`config.mk`:
```
export PLATFORM = sky130hd
export DESIGN_NAME = alu_share_ctrl
export DESIGN_NICKNAME = d
export VERILOG_FILES = /design/src/rtl/alu_share_ctrl_pkg.sv /design/src/rtl/alu_share_ctrl_rr_arbiter.sv /design/src/rtl/alu_share_ctrl.sv
export SDC_FILE = /design/constraint.sdc
export NUM_CORES = 1
export LEC_CHECK = 0
export ABC_AREA = 0
export CAP_MARGIN = 20
export CORE_MARGIN = 10
export CORE_UTILIZATION = 40
export DETAILED_ROUTE_END_ITERATION = 10
export GPL_ROUTABILITY_DRIVEN = 0
export PLACE_DENSITY = 0.8
export REMOVE_ABC_BUFFERS = 1
export SYNTH_ARGS = -nofsm -noshare
export SYNTH_HDL_FRONTEND = slang
export SYNTH_HIERARCHICAL = 1
export SYNTH_SLANG_ARGS = --single-unit
```
`constraint.sdc`:
```
create_clock -name clk -period 4 [get_ports clk]
set_clock_uncertainty 0.2 [all_clocks]
set_input_delay 0.8 -clock clk [delete_from_list [all_inputs] [get_ports clk]]
set_output_delay 0.8 -clock clk [all_outputs]
set_load 0.01 [all_outputs]
```
`src/rtl/alu_share_ctrl_pkg.sv`:
```
// Shared types for the time-shared ALU controller: ALU opcodes, FSM states
// and the operand bundle handed to the ALU.
package alu_share_ctrl_pkg;

   localparam logic [2:0] ALU_FWD = 3'b000;
   localparam logic [2:0] ALU_ADD = 3'b001;
   localparam logic [2:0] ALU_AND = 3'b010;
   localparam logic [2:0] ALU_OR  = 3'b011;
   localparam logic [2:0] ALU_MUL = 3'b100;
   localparam logic [2:0] ALU_SLL = 3'b101;
   localparam logic [2:0] ALU_SR  = 3'b110;
   localparam logic [2:0] ALU_ROR = 3'b111;

   typedef enum logic [1:0] {
      ST_IDLE = 2'd0,
      ST_EXEC = 2'd1,
      ST_RESP = 2'd2
   } state_t;

   typedef struct packed {
      logic [7:0] data1;
      logic [7:0] data2;
      logic [2:0] select;
   } alu_op_t;

endpackage

```
`src/rtl/alu_share_ctrl_rr_arbiter.sv`:
```
// Combinational round-robin pick: first asserted request at or above ptr,
// wrapping at NREQ. Returns a one-hot grant and the encoded winner.
module rr_arbiter #(
   parameter int NREQ = 4,
   parameter int IDW  = $clog2(NREQ)
) (
   input  logic [NREQ-1:0] req,
   input  logic [IDW-1:0]  ptr,
   output logic [NREQ-1:0] grant,
   output logic [IDW-1:0]  id
);

   int             pos;
   logic [IDW-1:0] idx;
   logic           found;

   always_comb begin
      grant = '0;
      id    = '0;
      found = 1'b0;
      pos   = 0;
      idx   = '0;
      for (int k = 0; k < NREQ; k++) begin
         pos = int'(ptr) + k;
         if (pos >= NREQ) pos = pos - NREQ;
         idx = IDW'(pos);
         if (!found && req[idx]) begin
            found      = 1'b1;
            grant[idx] = 1'b1;
            id         = idx;
         end
      end
   end

endmodule

```
`src/rtl/alu_share_ctrl.sv`:
```
// Round-robin controller sharing one 8-bit ALU between NREQ requesters.
// Optional counters STAT_OPS/STAT_STALL are built when ALU_SHARE_STATS_EN is defined.
module alu_share_ctrl
   import alu_share_ctrl_pkg::*;
#(
   parameter int NREQ        = 4,
   parameter int WAIT_CYCLES = 2
) (
   input  logic              clk,
   input  logic              reset_n,
   input  logic [NREQ-1:0]   req_valid,
   output logic [NREQ-1:0]   req_ready,
   input  logic [NREQ*8-1:0] req_data1,
   input  logic [NREQ*8-1:0] req_data2,
   input  logic [NREQ*3-1:0] req_select,
   output logic [NREQ-1:0]   rsp_valid,
   input  logic [NREQ-1:0]   rsp_ready,
   output logic [7:0]        rsp_result,
   output logic              rsp_zero,
   output logic [7:0]        alu_data1,
   output logic [7:0]        alu_data2,
   output logic [2:0]        alu_select,
   input  logic [7:0]        alu_result,
   input  logic              alu_zero
`ifdef ALU_SHARE_STATS_EN
   ,
   output logic [15:0]       stat_ops,
   output logic [15:0]       stat_stall
`endif
);

   localparam int IDW = $clog2(NREQ);
   localparam int CW  = (WAIT_CYCLES < 1) ? 1 : $clog2(WAIT_CYCLES + 1);

   if (NREQ < 2 || NREQ > 8 || WAIT_CYCLES < 1) begin : g_bad_cfg
      $error("alu_share_ctrl: NREQ must be 2..8 and WAIT_CYCLES >= 1");
   end

   state_t          state, state_nxt;
   logic [IDW-1:0]  ptr, cur_id, win_id;
   logic [NREQ-1:0] grant;
   logic [CW-1:0]   cnt;
   logic            accept, last_wait;
   alu_op_t         ops [NREQ];

   for (genvar i = 0; i < NREQ; i++) begin : g_unpack
      assign ops[i] = '{data1:  req_data1[8*i +: 8],
                        data2:  req_data2[8*i +: 8],
                        select: req_select[3*i +: 3]};
   end

   rr_arbiter #(.NREQ(NREQ), .IDW(IDW)) u_arb (
      .req   (req_valid),
      .ptr   (ptr),
      .grant (grant),
      .id    (win_id)
   );

   assign accept    = (state == ST_IDLE) && (|req_valid);
   assign last_wait = (cnt == CW'(1));

   always_ff @(posedge clk or negedge reset_n) begin
      if (!reset_n) state <= ST_IDLE;
      else          state <= state_nxt;
   end

   always_comb begin
      state_nxt = state;
      unique case (state)
         ST_IDLE: if (accept)            state_nxt = ST_EXEC;
         ST_EXEC: if (last_wait)         state_nxt = ST_RESP;
         ST_RESP: if (rsp_ready[cur_id]) state_nxt = ST_IDLE;
         default:                        state_nxt = ST_IDLE;
      endcase
   end

   // Ready is gated by reset so an asserted reset silences the grant at once.
   always_comb begin
      req_ready = '0;
      rsp_valid = '0;
      if (state == ST_IDLE && reset_n) req_ready = grant;
      if (state == ST_RESP)            rsp_valid[cur_id] = 1'b1;
   end

   // ALU operands only move on accept, so the ALU sees no activity while idle.
   always_ff @(posedge clk or negedge reset_n) begin
      if (!reset_n) begin
         ptr        <= '0;
         cur_id     <= '0;
         cnt        <= '0;
         alu_data1  <= '0;
         alu_data2  <= '0;
         alu_select <= '0;
         rsp_result <= '0;
         rsp_zero   <= 1'b0;
      end else if (accept) begin
         alu_data1  <= ops[win_id].data1;
         alu_data2  <= ops[win_id].data2;
         alu_select <= ops[win_id].select;
         cur_id     <= win_id;
         cnt        <= CW'(WAIT_CYCLES);
         ptr        <= (win_id == IDW'(NREQ - 1)) ? '0 : win_id + IDW'(1);
      end else if (state == ST_EXEC) begin
         cnt <= cnt - CW'(1);
         if (last_wait) begin
            rsp_result <= alu_result;
            rsp_zero   <= alu_zero;
         end
      end
   end

`ifdef ALU_SHARE_STATS_EN
   logic stall;
   assign stall = |(req_valid & ~req_ready);

   always_ff @(posedge clk or negedge reset_n) begin
      if (!reset_n) begin
         stat_ops   <= '0;
         stat_stall <= '0;
      end else begin
         if (accept && stat_ops != 16'hFFFF)  stat_ops   <= stat_ops + 16'd1;
         if (stall && stat_stall != 16'hFFFF) stat_stall <= stat_stall + 16'd1;
      end
   end
`endif

endmodule

```
==> impl_metrics.py, run 1 <==
metrics = {
    "worst_setup_path": {
        "path_class": "primary input to output port",
        "critPathLaunchType": "primary input",
        "critPathArrivalTime_ps": 2870,
        "r2r_setup_slack_ps": 970,
        "r2r_end": "alu_data2[2]",
        "crit-reg2reg-launch": "ptr[0]",
        "reg2reg_depth": 10,
        "cp-end-kind": "output port",
        "path_max_fanout": 8,
        "required_ps": 3000,
    },
    "hold_path": {
        "hp-class": "flip-flop to flip-flop",
        "min_from": "rsp_result[1]",
        "min_path_cells": 1,
        "holdPathEnd": "rsp_result[1]",
    },
    "synth": {
        "synth_cells": 187,
        "avgSynthCellArea_um2": 13.12,
        "synth_common_cells": "36 x dfrtp_1, 29 x mux2_2, 22 x mux4_2",
        "synth_ff_type": "dfrtp_1",
        "yosysMostFrequentCell": "dfrtp_1",
        "synth_area_leaders": "dfrtp_1 37%, mux4_2 20%, mux2_2 13%",
        "ys_ff_latch": 36,
        "ys_warn_count": 6,
        "syn_area_um2": 2454,
        "synthArstFlopShare_pct": 100.0,
        "synth_top_area_share_pct": 36.72,
        "yosysSeqAreaShare_pct": 36.72,
        "yosysTopAreaCell": "dfrtp_1",
        "synth_edf_count": 0,
        "netlist-cell-type-count": 42,
    },
    "placement": {
        "numPortBuffers": 130,
        "place.detailed.hpwl_um": 5993,
        "dpl.cell_count": 396,
    },
    "routing": {
        "dr.pass1.iters": 4,
        "drt_wl_total_um": 7297,
        "drc_errors": 0,
        "vias": 2122,
        "wl_per_cell_um": 18.06,
        "drt_iter0_drc": 62,
        "ant_nets": 0,
        "viasPerCell": 5.252,
    },
    "die": {
        "start_util_pct": 41.20,
        "core-area_um2": 5956,
        "die_w_um": 98.32,
        "die_h_um": 98.32,
        "rows": 28,
        "ios": 131,
        "die_area_um2": 9667,
    },
    "pwr": {
        "p_comb_share_pct": 68.8,
        "p_int_w": 0.001897,
        "netSwitchingPower_w": 0.001061,
        "leakagePower_nw": 1.610,
        "seq_power_share_pct": 22.8,
        "p_clk_share_pct": 8.4,
        "peakVddDrop_v": 0.0004367,
        "swShare_pct": 35.87,
        "power.density_nw_per_um2": 741.7,
    },
    "global_route": {
        "grt_remaining_overflow": 0,
        "grtUsageTotal_pct": 14.97,
        "grt_max_degree": 37,
        "antenna_found_initial": 0,
        "grt_pass1_vias": 2420,
        "grt_first_pass_wirelength_um": 11880,
    },
    "cts": {
        "clockBufferDepth": 2,
        "root_buffer": "clkbuf_8",
        "cts_num_sinks": 36,
        "numCtsBuffers": 5,
        "insertion_delay_ps": 280,
        "htree_num_levels": 2,
        "path_clk_slew_ps": 70,
        "cts_setup_buffers": 0,
        "cts_tree": "done",
    },
    "timing": {
        "drv_slew": 0,
        "hold_ws_ps": 308.8,
        "max_freq_mhz": 258.3,
        "finalCritPeriodShare_pct": 96.78,
        "final.min_clock_period_ps": 3871,
        "setup_tns_ps": 0,
        "hold_violations": 0,
        "relSlewSlack_pct": 66.85,
        "worst_pin_slew_ps": 495.7,
        "setup_viol_count_final": 0,
        "rsz0062_at_grt": "false",
    },
    "cells_and_area": {
        "synthToLayoutAreaGrowth_pct": 62.57,
        "fin_util_pct": 66.97,
        "antennaDiodeCount": 0,
        "drive_above_1_share_pct": 27.66,
        "fin_nets": 430,
        "instances_no_fill": 404,
    },
    "outcome": {
        "status": "finished clean",
    },
    "flow_run": {
        "cap_violations": 0,
    },
}
==> power groups by stage <==
stage               Clock [W]  Sequential [W]  Combinational [W]
floorplan                   0        0.000770            0.00116
global placement            0        0.000671            0.00203
detailed placement          0        0.000680            0.00206
CTS                  0.000262        0.000677            0.00207
global route         0.000277        0.000706            0.00222
finish               0.000249        0.000675            0.00203
==> worst max-delay path by stage <==
| stage | start | end | slack, ps | cells after the start |
|---|---|---|---|---|
| floorplan | ptr[0] | alu_data2[2] | 140 | 7 |
| global placement | req_valid[3] | req_ready[0] | -50 | 7 |
| detailed placement | req_valid[1] | req_ready[1] | -130 | 7 |
| CTS | req_valid[1] | req_ready[1] | 120 | 7 |
| global route | req_valid[1] | req_ready[1] | 10 | 8 |
| finish | req_valid[1] | req_ready[1] | 130 | 7 |
==> worst max-delay path, cell delays in order <==
cell,delay [ps]
dlygate4sd2_1,320
mux4_2,500
or2_4,280
nor2b_4,150
a221o_2,150
and3_1,140
clkdlybuf4s50_1,530
==> routing by layer <==
metal / vias to the layer above / global-route usage [%] / wire (um)
li1: 994 / - / -
met1: 1027 / 15.79 / 2776
met2: 92 / 25.62 / 3607
met3: 9 / 7.963 / 824
met4: 0 / 3.749 / 88
met5: - / 0 / 0
==> cells by family after synthesis <==
group | share of synthesized area, %
muxes | 36.92
and+or+nand+nor | 10.76
DFF | 36.72
AOI/OAI and AO/OA | 7.088
buffers and inverters | 4.589
adders and majority gates | 3.569
xor gates and xnor gates | 0.3570
==> through the flow <==
step | area [um^2] | setup slack, ps | total power [W]
after CTS | 3993 | 124.2 | 0.003005
after global placement | 3910 | -49.61 | 0.002697
final | 3989 | 128.9 | 0.002958
after global routing | 3989 | 14.13 | 0.003203
after detailed placement | 3910 | -129.8 | 0.002742
after floorplan | 2360 | 139.2 | 0.001930
==> area by class of cell <==
cell class              count  area, um^2
inverters                   5       18.77
well taps                  75       93.84
clock inverters             3       18.77
flip-flops and latches     36       900.9
clock buffers               5       68.82
repair buffers            147        1440
fillers                   467        1967
multi-input cells         133        1448
==> repair_timing <==
item,CTS,global route
gates resized for setup,4,2
pin swaps,0,0
endpoints found under the hold margin,0,0
endpoints found under the setup margin,4,1
gates cloned,0,0
hold buffers,0,0
==> cells in the final DEF, fill, tap and decap left out, drive strengths merged, types with 2 or more instances in the layout <==
master | Yosys | final
nand2b | 3 | 3
nor2b | 2 | 2
and3b | 2 | 2
dlygate4sd2 | 0 | 3
nor2 | 9 | 9
mux4 | 23 | 23
clkdlybuf4s50 | 0 | 125
nor3 | 3 | 3
nand2 | 13 | 13
clkinv | 0 | 3
mux2 | 32 | 32
mux2i | 2 | 2
or2 | 2 | 2
a221o | 4 | 4
a31oi | 2 | 2
o21ai | 9 | 9
buf | 8 | 18
inv | 5 | 5
ha | 7 | 7
dfrtp | 36 | 36
clkbuf | 5 | 6
and3 | 5 | 5
nor3b | 2 | 2
==> registers in the layout, summed over array words and instances, names as in the netlist <==
signal / cells
alu_data2: 8
rsp_result: 8
ptr: 2
cnt: 2
state: 2
rsp_zero: 1
alu_select: 3
alu_data1: 8
cur_id: 2
(Power assumes the default switching activity.)
==> inputs of run 2 (changes only) <==
--- a/config.mk
+++ b/config.mk
@@ -7,10 +7,11 @@
 export LEC_CHECK = 0
 export ABC_AREA = 0
 export CAP_MARGIN = 20
-export CORE_MARGIN = 10
 export CORE_UTILIZATION = 40
+export CTS_CLUSTER_SIZE = 25
 export DETAILED_ROUTE_END_ITERATION = 10
 export GPL_ROUTABILITY_DRIVEN = 0
+export HOLD_SLACK_MARGIN = 0.08
 export PLACE_DENSITY = 0.8
 export REMOVE_ABC_BUFFERS = 1
 export SYNTH_ARGS = -nofsm -noshare
==> run 2 against run 1 <==
- sequential share of layout area fell by 0.085 points
- wire length fell by 16%
- register-to-register slack improved by 40 ps
- combinational power barely moved
- largest power group unchanged
- highest routed layer unchanged
==> impl_metrics.py, run 2 (synthesis gave the netlist of run 1 again) <==
metrics = {
    "outcome": {
        "status": "finished clean",
    },
    "timing": {
        "relSlewSlack_pct": 69.72,
        "rsz0062_at_grt": "false",
        "max_freq_mhz": 261.7,
        "drv_slew": 0,
        "finalCritPeriodShare_pct": 95.51,
        "setup_viol_count_final": 0,
        "hold_ws_ps": 308.5,
        "worst_pin_slew_ps": 454.2,
        "hold_violations": 0,
        "final.min_clock_period_ps": 3821,
    },
    "cts": {
        "htree_num_levels": 2,
        "clockBufferDepth": 2,
        "root_buffer": "clkbuf_8",
        "cts_tree": "done",
        "path_clk_slew_ps": 80,
        "insertion_delay_ps": 280,
        "cts_setup_buffers": 0,
        "hold_buffers": 0,
        "cts_num_sinks": 36,
        "numCtsBuffers": 5,
    },
    "routing": {
        "wl_per_cell_um": 15.17,
        "drt_wl_total_um": 6130,
        "drt_iter0_drc": 153,
        "vias": 2095,
        "dr.pass1.iters": 4,
        "drc_errors": 0,
        "ant_nets": 0,
        "viasPerCell": 5.186,
    },
    "worst_setup_path": {
        "cp.depth": 7,
        "r2r_setup_slack_ps": 1010,
        "critPathLaunchType": "primary input",
        "cp_top_family": "buffers and inverters",
        "cp_cell_sequence": "clkdlybuf4s50_1 > buf_4 > mux4_2 > nor2b_4 > a221o_2 > and3_1 > dlygate4sd2_1",
        "slowest_stage": "mux4_2",
        "cp-end-kind": "output port",
        "slowest_delay_ps": 480,
        "reg2reg_depth": 10,
        "critPathBufInv": 3,
        "r2r_end": "alu_data2[2]",
        "path_class": "primary input to output port",
        "crit-reg2reg-launch": "ptr[0]",
        "critPathArrivalTime_ps": 2820,
        "required_ps": 3000,
        "path_max_fanout": 5,
    },
    "placement": {
        "dpl.cell_count": 396,
        "place_area_um2": 3909,
        "place.detailed.hpwl_um": 4748,
        "numPortBuffers": 130,
    },
    "cells_and_area": {
        "regArea_um2": 900.9,
        "finalInstanceArea_um2": 4004,
        "multiInputGateArea_um2": 1446,
        "instances_no_fill": 404,
        "antennaDiodeCount": 0,
        "reg_top3": "alu_data1 (8), alu_data2 (8), rsp_result (8)",
        "final_common_cell": "clkdlybuf4s50_1",
        "fillers": 459,
        "layout_common_cells": "122 x clkdlybuf4s50_1, 36 x dfrtp_1, 29 x mux2_2, 22 x mux4_2, 15 x buf_4",
        "synthToLayoutAreaGrowth_pct": 63.18,
        "drive_above_1_share_pct": 27.05,
        "fin_nets": 430,
    },
    "pwr": {
        "peakVddDrop_v": 0.0003789,
        "leakagePower_nw": 1.659,
        "power.density_nw_per_um2": 742.4,
        "report.power.total_w": 0.002972,
    },
    "global_route": {
        "grt_remaining_overflow": 0,
        "grtUsageTotal_pct": 19.52,
        "grt_max_degree": 37,
        "grt_first_pass_wirelength_um": 9611,
        "antenna_found_initial": 0,
        "grt_pass1_vias": 2101,
    },
    "die": {
        "ios": 131,
        "start_util_pct": 41.44,
        "die_w_um": 80.32,
        "die_area_um2": 6451,
        "die_h_um": 80.32,
        "rows": 28,
        "core-area_um2": 5921,
    },
    "hold_path": {
        "min_path_cells": 1,
        "hp-class": "flip-flop to flip-flop",
        "holdPathEnd": "rsp_result[6]",
        "min_from": "rsp_result[6]",
    },
    "flow_run": {
        "cap_violations": 0,
    },
}
## run 2: changes by cell type in the layout (fill, tap and decap cells not counted), sizes merged
cell	change
clkdlybuf4s50	-3
clkinv	-2
dlygate4sd2	+2
dlymetal6s2s	+2
inv	+1
## run 2: report_power, final
group / internal (W) / switching (W) / total (W)
Sequential: 0.000562 / 0.000117 / 0.000679
Combinational: 0.00121 / 0.000811 / 0.00202
Clock: 0.000141 / 0.000132 / 0.000273
Total: 0.00191 / 0.00106 / 0.00297
## run 2: worst max path at each step
stage                  from      endpoint  slack [ps]
2_1_floorplan        ptr[0]  alu_data2[2]         140
3_5_place_dp   req_valid[3]  req_ready[1]        -140
6_report       req_valid[2]  req_ready[1]         180
3_3_place_gp   req_valid[3]  req_ready[1]         -70
5_1_grt        req_valid[2]  req_ready[0]         110
4_1_cts        req_valid[2]  req_ready[3]           5
## run 2: per-layer routing
layer | global-route usage (%) | wire length, um
met5 | 0 | 0
met4 | 4.286 | 40
met3 | 5.227 | 437
met2 | 34.70 | 3197
met1 | 23.50 | 2454
## run 2: through the flow
stage / setup TNS (ps) / util [%] / setup WS [ps]
2_1_floorplan: 0 / - / 139.2
3_3_place_gp: -266.7 / 66.02 / -70.35
3_5_place_dp: -463.4 / 66.02 / -135.5
4_1_cts: 0 / 67.54 / 4.954
5_1_grt: 0 / 67.62 / 111.7
6_report: 0 / 67.62 / 179.4
## run 2: timing repair
item	4_1_cts	5_1_grt
gates resized for setup	5	3
endpoints found under the setup margin	4	2
hold endpoints to repair	0	0
## run 2: cell type report
class                   count  area share (%)
clock inverters             2          0.3437
well taps                  75           2.344
repair buffers            147           36.16
flip-flops and latches     36           22.50
multi-input cells         133           36.13
clock buffers               6           2.063
inverters                   5          0.4688
==> inputs of run 3 (changes only) <==
==> constraint.sdc (replaced) <==
create_clock -name clk -period 4 [get_ports clk]
set_clock_uncertainty 0.2 [all_clocks]
set_input_delay 0.8 -clock clk [delete_from_list [all_inputs] [get_ports clk]]
set_output_delay 0.8 -clock clk [all_outputs]
set_load 0.02 [all_outputs]
==> run 3 against run 2 <==
- combinational power increased by 6%
- register-to-register slack about the same
- flip-flop and latch count unchanged
- cell area about the same
- sequential power decreased by 0.6%
- clock-buffer cell count unchanged
- critical path depth increased by 1
- first-iteration DRC count decreased by 38%
- critical endpoint is now req_ready[0]
==> impl_metrics.py, run 3 (synthesis gave the netlist of run 1 again) <==
metrics = {
    "routing": {
        "ant_nets": 0,
        "drc_errors": 0,
        "viasPerCell": 5.178,
        "drt_iter0_drc": 95,
        "dr.pass1.iters": 4,
        "drt_wl_total_um": 6077,
        "vias": 2097,
        "wl_per_cell_um": 15.00,
    },
    "die": {
        "die_h_um": 80.32,
        "ios": 131,
        "die_w_um": 80.32,
        "core-area_um2": 5921,
        "die_area_um2": 6451,
        "rows": 28,
        "start_util_pct": 41.44,
    },
    "cts": {
        "htree_num_levels": 2,
        "cts_num_sinks": 36,
        "hold_buffers": 0,
        "root_buffer": "clkbuf_8",
        "numCtsBuffers": 5,
        "path_clk_slew_ps": 70,
        "insertion_delay_ps": 280,
        "clockBufferDepth": 2,
        "cts_tree": "done",
    },
    "flow_run": {
        "cap_violations": 0,
    },
    "hold_path": {
        "min_path_cells": 1,
        "min_from": "rsp_result[6]",
        "hp-class": "flip-flop to flip-flop",
        "holdPathEnd": "rsp_result[6]",
    },
    "worst_setup_path": {
        "critPathLaunchType": "primary input",
        "r2r_setup_slack_ps": 1010,
        "r2r_end": "alu_data2[2]",
        "path_max_fanout": 9,
        "path_class": "primary input to output port",
        "reg2reg_depth": 10,
        "required_ps": 3000,
        "critPathArrivalTime_ps": 2920,
        "crit-reg2reg-launch": "ptr[0]",
        "cp-end-kind": "output port",
    },
    "pwr": {
        "leakagePower_nw": 1.634,
        "peakVddDrop_v": 0.0003960,
        "power.density_nw_per_um2": 772.2,
    },
    "timing": {
        "setup_viol_count_final": 0,
        "max_freq_mhz": 255.4,
        "finalWorstSetupSlack_ps": 84.69,
        "hold_violations": 0,
        "drv_slew": 0,
        "finalCritPeriodShare_pct": 97.88,
        "relSlewSlack_pct": 54.45,
        "worst_pin_slew_ps": 681.1,
        "rsz0062_at_grt": "false",
        "final.min_clock_period_ps": 3915,
        "hold_ws_ps": 310.8,
    },
    "placement": {
        "place.detailed.hpwl_um": 4836,
        "dp_worst_setup_slack_ps": -184.3,
        "numPortBuffers": 130,
    },
    "cells_and_area": {
        "fillers": 461,
        "multiInputGateArea_um2": 1446,
        "synthToLayoutAreaGrowth_pct": 63.28,
        "drive_above_1_share_pct": 27.27,
        "layout_common_cells": "124 x clkdlybuf4s50_1, 36 x dfrtp_1, 29 x mux2_2, 22 x mux4_2, 16 x buf_4",
        "final_common_cell": "clkdlybuf4s50_1",
        "fin_nets": 431,
        "reg_top3": "alu_data1 (8), alu_data2 (8), rsp_result (8)",
        "regArea_um2": 900.9,
        "antennaDiodeCount": 0,
    },
    "global_route": {
        "grt_pass1_vias": 2054,
        "grt_max_degree": 37,
        "grtUsageTotal_pct": 19.59,
        "antenna_found_initial": 0,
        "grt_remaining_overflow": 0,
        "grt_first_pass_wirelength_um": 9535,
    },
    "outcome": {
        "status": "finished clean",
    },
}
run 3: layer usage:
layer | global-route usage [%] | wire [um] | vias to the layer above
li1 | - | - | 996
met1 | 24.49 | 2428 | 994
met2 | 32.91 | 3115 | 100
met3 | 5.114 | 457 | 7
met4 | 6.429 | 76 | 0
met5 | 0 | 0 | -
run 3: through the flow:
stage / setup TNS (ps) / instance area (um^2) / power [W] / utilization, % / cells
6_report: 0 / 4006 / 0.003094 / 67.67 / 405
3_5_place_dp: -731.7 / 3916 / 0.002857 / 66.15 / 397
3_3_place_gp: -554.1 / 3916 / 0.002811 / 66.15 / 397
5_1_grt: 0 / 4006 / 0.003319 / 67.67 / 405
4_1_cts: 0 / 4006 / 0.003135 / 67.67 / 405
2_1_floorplan: 0 / 2360 / 0.002050 / - / 174
run 3: how the worst max path moves through the flow:
stage	from	to	slack, ps	cells after the start
5_1_grt	req_valid[2]	req_ready[0]	4	9
4_1_cts	req_valid[3]	req_ready[1]	90	8
3_5_place_dp	req_valid[1]	req_ready[2]	-180	7
3_3_place_gp	req_valid[1]	req_ready[1]	-140	7
2_1_floorplan	ptr[0]	alu_data2[2]	140	7
6_report	req_valid[3]	req_ready[0]	80	8
run 3: critical path, cell delays in order:
cell             delay [ps]
clkdlybuf4s50_1         520
mux4_2                  520
buf_4                   180
nand2_1                  60
o21ai_0                  80
a221o_2                 290
and3_1                  150
dlygate4sd2_1           310
run 3: power breakdown:
group          internal [W]  switching, W
Clock              0.000141      0.000133
Sequential         0.000562      0.000114
Combinational       0.00122      0.000928
Total               0.00192       0.00117
run 3: final cells by class:
| type | count | share of cell area [%] |
|---|---|---|
| inverter | 5 | 0.4685 |
| clock buffer | 6 | 2.061 |
| clock inverter | 2 | 0.3435 |
| sequential | 36 | 22.49 |
| tap | 75 | 2.342 |
| multi-input combinational | 133 | 36.10 |
| timing repair buffer | 148 | 36.20 |
run 3: timing repair:
action                                  in CTS  in global routing
resized for setup                            5                  0
hold endpoints to repair                     0                  0
setup buffers                                0                  0
endpoints found under the setup margin       4                  0
